==> src/rtl/icache.sv <==
// ============================================================================
// Module   : icache
// Purpose  : Direct-mapped read-only instruction cache; zero-latency hits,
//            whole-line burst refill on a miss. Optional hit/miss counters are
//            built when ICACHE_PERF_CNT_EN is defined.
// Revision : 1.0  initial release
// ============================================================================
`default_nettype none

package icache_pkg;
  typedef logic [2:0] msize_t;
  typedef logic [3:0] mlen_t;  // burst length encoded as beats-1

  localparam msize_t MSIZE4 = 3'd2;

  typedef struct packed {
    logic        valid;
    logic [31:0] addr;
  } ibus_req_t;

  typedef struct packed {
    logic        addr_ok;
    logic        data_ok;
    logic [31:0] data;
  } ibus_resp_t;

  typedef struct packed {
    logic        valid;
    logic        is_write;
    msize_t      size;
    logic [31:0] addr;
    logic [3:0]  strobe;
    logic [31:0] data;
    mlen_t       len;
  } cbus_req_t;

  typedef struct packed {
    logic        ready;
    logic        last;
    logic [31:0] data;
  } cbus_resp_t;
endpackage

module icache
  import icache_pkg::*;
#(
  parameter int OFFSET_BITS = 4,
  parameter int INDEX_BITS  = 4
) (
  input  logic       clk,
  input  logic       resetn,
  input  ibus_req_t  ireq,
  output ibus_resp_t iresp,
  output cbus_req_t  creq,
  input  cbus_resp_t cresp
`ifdef ICACHE_PERF_CNT_EN
  ,
  output logic [31:0] hit_cnt,
  output logic [31:0] miss_cnt
`endif
);

  localparam int WORD_BITS  = OFFSET_BITS - 2;
  localparam int LINE_WORDS = 2 ** WORD_BITS;
  localparam int LINES      = 2 ** INDEX_BITS;
  localparam int TAG_BITS   = 32 - INDEX_BITS - OFFSET_BITS;

  localparam logic [0:0] IDLE   = 1'b0;
  localparam logic [0:0] REFILL = 1'b1;

  logic [0:0] state_q, state_d;

  logic [LINES-1:0]    valid_q, valid_d;
  logic [TAG_BITS-1:0] tag_q  [LINES];
  logic [TAG_BITS-1:0] tag_d  [LINES];
  logic [31:0]         data_q [LINES][LINE_WORDS];
  logic [31:0]         data_d [LINES][LINE_WORDS];

  logic [31:0]          miss_addr_q, miss_addr_d;
  logic [WORD_BITS-1:0] cnt_q, cnt_d;

  logic [TAG_BITS-1:0]   req_tag;
  logic [INDEX_BITS-1:0] req_idx;
  logic [WORD_BITS-1:0]  req_word;
  logic [TAG_BITS-1:0]   miss_tag;
  logic [INDEX_BITS-1:0] miss_idx;
  logic                  hit;
  logic                  hs_hit;
  logic                  go_refill;
  logic                  beat;
  logic                  unused_addr_bits;

  assign req_tag  = ireq.addr[31 -: TAG_BITS];
  assign req_idx  = ireq.addr[OFFSET_BITS +: INDEX_BITS];
  assign req_word = ireq.addr[2 +: WORD_BITS];
  assign miss_tag = miss_addr_q[31 -: TAG_BITS];
  assign miss_idx = miss_addr_q[OFFSET_BITS +: INDEX_BITS];

  assign unused_addr_bits = ^ireq.addr[1:0];

  assign hit       = valid_q[req_idx] && (tag_q[req_idx] == req_tag);
  assign hs_hit    = (state_q == IDLE) && ireq.valid && hit;
  assign go_refill = (state_q == IDLE) && ireq.valid && !hit;
  assign beat      = (state_q == REFILL) && cresp.ready;

  // ---------------------------------------------------------------- FSM state
  always_ff @(posedge clk or negedge resetn) begin
    if (!resetn) begin
      state_q <= IDLE;
    end else begin
      state_q <= state_d;
    end
  end

  always_comb begin
    state_d = state_q;
    case (state_q)
      IDLE:    if (ireq.valid && !hit) state_d = REFILL;
      REFILL:  if (cresp.ready && cresp.last) state_d = IDLE;
      default: state_d = IDLE;
    endcase
  end

  always_comb begin
    iresp = '0;
    creq  = '0;
    case (state_q)
      IDLE: begin
        if (hs_hit) begin
          iresp.addr_ok = 1'b1;
          iresp.data_ok = 1'b1;
          iresp.data    = data_q[req_idx][req_word];
        end
      end
      REFILL: begin
        creq.valid    = 1'b1;
        creq.is_write = 1'b0;
        creq.size     = MSIZE4;
        creq.addr     = miss_addr_q;
        creq.strobe   = '0;
        creq.data     = '0;
        creq.len      = mlen_t'(LINE_WORDS - 1);
      end
      default: begin
        iresp = '0;
        creq  = '0;
      end
    endcase
  end

  // ---------------------------------------------------------------- storage
  always_comb begin
    valid_d     = valid_q;
    tag_d       = tag_q;
    data_d      = data_q;
    miss_addr_d = miss_addr_q;
    cnt_d       = cnt_q;

    // The victim is invalidated up front so a half-written line never hits.
    if (go_refill) begin
      miss_addr_d      = {ireq.addr[31:OFFSET_BITS], {OFFSET_BITS{1'b0}}};
      cnt_d            = '0;
      valid_d[req_idx] = 1'b0;
    end

    if (beat) begin
      data_d[miss_idx][cnt_q] = cresp.data;
      cnt_d                   = cnt_q + WORD_BITS'(1);
      if (cresp.last) begin
        tag_d[miss_idx]   = miss_tag;
        valid_d[miss_idx] = 1'b1;
      end
    end
  end

  always_ff @(posedge clk or negedge resetn) begin
    if (!resetn) begin
      valid_q <= '0;
      cnt_q   <= '0;
    end else begin
      valid_q <= valid_d;
      cnt_q   <= cnt_d;
    end
  end

  always_ff @(posedge clk) begin
    tag_q       <= tag_d;
    data_q      <= data_d;
    miss_addr_q <= miss_addr_d;
  end

  // ---------------------------------------------------------------- counters
`ifdef ICACHE_PERF_CNT_EN
  logic [31:0] hit_cnt_q, hit_cnt_d;
  logic [31:0] miss_cnt_q, miss_cnt_d;

  always_comb begin
    hit_cnt_d  = hit_cnt_q;
    miss_cnt_d = miss_cnt_q;
    if (hs_hit && (hit_cnt_q != 32'hFFFF_FFFF)) hit_cnt_d = hit_cnt_q + 32'd1;
    if (go_refill && (miss_cnt_q != 32'hFFFF_FFFF)) miss_cnt_d = miss_cnt_q + 32'd1;
  end

  always_ff @(posedge clk or negedge resetn) begin
    if (!resetn) begin
      hit_cnt_q  <= '0;
      miss_cnt_q <= '0;
    end else begin
      hit_cnt_q  <= hit_cnt_d;
      miss_cnt_q <= miss_cnt_d;
    end
  end

  assign hit_cnt  = hit_cnt_q;
  assign miss_cnt = miss_cnt_q;
`else
  // Counters not built; hit/miss events only steer the FSM and storage.
`endif

endmodule

`default_nettype wire
==> config.mk <==
export PLATFORM = sky130hd
export DESIGN_NAME = icache
export DESIGN_NICKNAME = d
export VERILOG_FILES = /design/src/rtl/icache.sv
export SDC_FILE = /design/constraint.sdc
export NUM_CORES = 2
export LEC_CHECK = 0
export ABC_AREA = 1
export CAP_MARGIN = 10
export CORE_ASPECT_RATIO = 0.9
export CORE_MARGIN = 2
export CORE_UTILIZATION = 43
export DETAILED_ROUTE_END_ITERATION = 7
export DONT_BUFFER_PORTS = 1
export SYNTH_ARGS = -nofsm -noshare
export SYNTH_HDL_FRONTEND = slang
export SYNTH_SLANG_ARGS = --single-unit
==> constraint.sdc <==
create_clock -name clk -period 4.1 [get_ports clk]
set_input_delay 0.82 -clock clk [delete_from_list [all_inputs] [get_ports clk]]
set_output_delay 0.82 -clock clk [all_outputs]
set_load 0.02 [all_outputs]
==> impl_metrics.tcl <==
set metrics [dict create \
    synth_ff_type "edfxtp_1" \
    yosysSeqAreaShare_pct 80.4 \
    remaining_drc_errors 26 \
    fp.coreArea_sq_um 214000 \
    yosysTopAreaCell "edfxtp_1" \
    cts_sinks 2479 \
    antenna_found_initial 0 \
    seq_power_share_pct 54.3 \
    hp-class "in2reg" \
    hold_depth 0 \
    skew_ns 0.0771 \
    synth.distinct_cells 34 \
    viasPerCell 6.01 \
    cp-end-kind "output pin" \
    num_vias 57256 \
    finalSetupTns_ns -0.0732 \
    tritoncts "yes" \
    final.min_clock_period_ns 4.11 \
    drtPass1Iterations 8 \
    dieWidth_microns 493 \
    dp_hpwl_mm 143 \
    grt_use_met1_pct 33.6 \
    grt_max_degree 160 \
    postSynthAreaPerCell_sq_um 15.1 \
    gr-usage-met3_pct 3.96 \
    async_flop_share_pct 0.766 \
    power_frac_comb_pct 5.8 \
    max-vdd-ir-drop_uv 431 \
    synth_top_area_share_pct 79.8 \
    violations "DRC, setup timing" \
    area_delta_synth_final_pct 17.0 \
    r2r-start "miss_addr_q[4]" \
    hold_end "data_q[1389]" \
    ant_nets 0 \
    routed_wl_mm 273 \
    die_h_microns 444 \
    postSynthRegisterBits 2479 \
    outcome "finished with violations" \
    synth_cells 6113 \
    setup_viol 11 \
    grt_setup_unrepaired "true" \
    insertion_delay_ns 0.89 \
    met2_usage_pct 39.0 \
    leakage_nw 35.1 \
    drtIter0Drc 6876 \
    critical_path_arrival_ns 3.29 \
    cts_buffers 232 \
    syn_area_sq_um 92500 \
    pre_cts_ws_ns -0.265 \
    synth_edf_count 2460 \
    layout-drive-gt1-share_pct 14.2 \
    crit_fanout 115 \
    clk_path_buf_depth 3 \
    worstSetupPathType "in2out" \
    worst-r2r-setup-slack_ns 1.58 \
    start_kind "input pin" \
    gp_congestion 0.815 \
    busiest_layer "met2" \
    start_util_pct 43.2 \
    wl_per_cell_microns 28.7 \
    netlist_top_cells_area "edfxtp_1 80%, o22ai_1 6.8%, nand2_1 3.9%" \
    clockPowerShare_pct 40.0 \
    drv_cap 0 \
    first_global_vias 53905 \
    p_per_area_nw_per_um2 484 \
    yosys_warnings 0 \
    swShare_pct 22.1 \
    p_sw_mw 11.6 \
    grt_overflow_total 0 \
    dieArea_sq_um 219000 \
    io_pins 180 \
    fin_crit_sh_pct 100 \
    h-tree-depth 4 \
    grt_pass1_wl_mm 384 \
    clkTransAtPathRegs_ns 0.06 \
    final_nets 6545 \
    required_ns 3.28 \
    r2r_end "data_q[268]" \
    final_max_slew_viol_count 0 \
    hp-start "cresp[13]" \
    clockRootBuffer "clkbuf_16" \
    finalHoldViolCount 0 \
    fmax_ghz 0.243 \
    rows 161 \
    grt.total_usage_pct 24.1 \
    io_buffer_count 0 \
    slew_headroom_pct 32.1 \
    r2r_cells 7 \
    tightest_slew_ns 1.02 \
    intPower_mw 40.8 \
    setup_slack_ns -0.0148 \
]
placed cells by master (no fill, tap or decap), drive strengths merged, types with 33 or more instances in the layout:
master / instances
o22ai: 1008
nand3: 117
o21ai: 569
a41oi: 33
conb: 45
nand4: 79
inv: 109
clkinv: 115
nor2: 226
buf: 471
clkbuf: 300
nand2: 952
edfxtp: 2460
dlygate4sd3: 39
power by group through the flow:
| stage | logic [mW] | clock network [mW] | registers [mW] |
|---|---|---|---|
| 2_1_floorplan | 1.58 | 0 | 28.9 |
| 3_3_place_gp | 2.84 | 0 | 29.0 |
| 3_5_place_dp | 2.86 | 0 | 29.0 |
| 6_report | 3.01 | 20.9 | 28.4 |
| 5_1_grt | 3.20 | 22.1 | 28.5 |
| 4_1_cts | 2.94 | 21.2 | 28.4 |
synthesized netlist by cell type, types with 4 or more instances:
library cell	n
edfxtp_1	2460
buf_2	139
o21ai_0	553
o21bai_1	9
o21ai_1	16
ha_1	4
buf_1	29
o22ai_1	1008
o22a_1	14
and3_1	5
buf_4	53
a41oi_1	33
nor3_1	10
dfrtp_1	19
clkbuf_1	213
nand3_1	117
a21oi_1	22
inv_1	99
nand4_1	79
nor2_1	225
nand2_1	951
o211ai_1	6
o221ai_1	30
sequential cells by signal, indices dropped and copies added (netlist names):
| signal | cells |
|---|---|
| data_q | 2048 |
| tag_q | 384 |
| miss_addr_q | 28 |
| valid_q | 16 |
| cnt_q | 2 |
| state_q | 1 |
how the worst max path moves through the flow:
| stage | startpoint | to | depth (start not counted) |
|---|---|---|---|
| floorplan | ireq[5] | iresp[33] | 20 |
| global placement | ireq[4] | iresp[14] | 14 |
| detailed placement | ireq[4] | iresp[14] | 14 |
| CTS | ireq[4] | iresp[33] | 18 |
| global route | tag_q[208] | iresp[31] | 16 |
| finish | ireq[5] | iresp[29] | 19 |
per-layer routing:
metal	part of all wire, %	up-vias
li1	-	24494
met1	40	29382
met4	3.5	0
met5	0	-
met3	9.1	456
met2	47	2924
critical path, stage by stage:
cell	delay (ns)
inv_6	0.11
nand2_8	0.13
inv_4	0.15
buf_12	0.19
nand2_1	0.07
nand3_1	0.09
nand2_1	0.06
nand2_2	0.13
nor2_1	0.06
nand2_1	0.08
nand4_1	0.13
nor2_1	0.17
nand2_1	0.09
nor2_2	0.15
nand3_4	0.09
buf_12	0.17
clkbuf_16	0.25
nor2_4	0.11
buf_6	0.12
timing repair:
action	CTS	global route
endpoints found under the setup margin	20	34
gates cloned	0	6
setup buffers	4	5
pin swaps	1	13
hold endpoints to repair	158	0
resized for setup	17	91
hold buffers	39	0
layout make-up:
class | count | area [sq um]
repair buffers | 515 | 5630
fillers | 17661 | 106000
flip-flops and latches | 2479 | 74300
clock buffers | 295 | 6130
well taps | 2852 | 3570
clock inverters | 140 | 1250
diodes | 2 | 5.00
multi-input cells | 3139 | 16900
inverters | 105 | 432
metrics by stage:
step	hold WS [ns]	total power, mW	area, sq um	util (%)	std cells
2_1_floorplan	0.442	30.5	92700	-	6157
6_report	0.0445	52.4	108000	50.6	9527
5_1_grt	0.00147	53.8	108000	50.6	9525
3_5_place_dp	0.461	31.8	99900	46.7	9037
3_3_place_gp	0.455	31.8	99900	46.7	9037
4_1_cts	0.000520	52.5	108000	50.4	9515
kinds of logic (layout without fill, tap and decap cells):
kind of cell             Yosys count  count (layout)  share of synthesized area (%)
flip-flops                      2479            2479                           80.4
buffers and inverters            539            1055                           2.59
AO/OA/AOI/OAI                   1698            1698                           10.9
AND/OR/NAND/NOR                 1392            1392                           6.07
adder cells (fa/ha/maj)            4               4                         0.0541
other                              1              47                        0.00405
(Power assumes the default switching activity.)
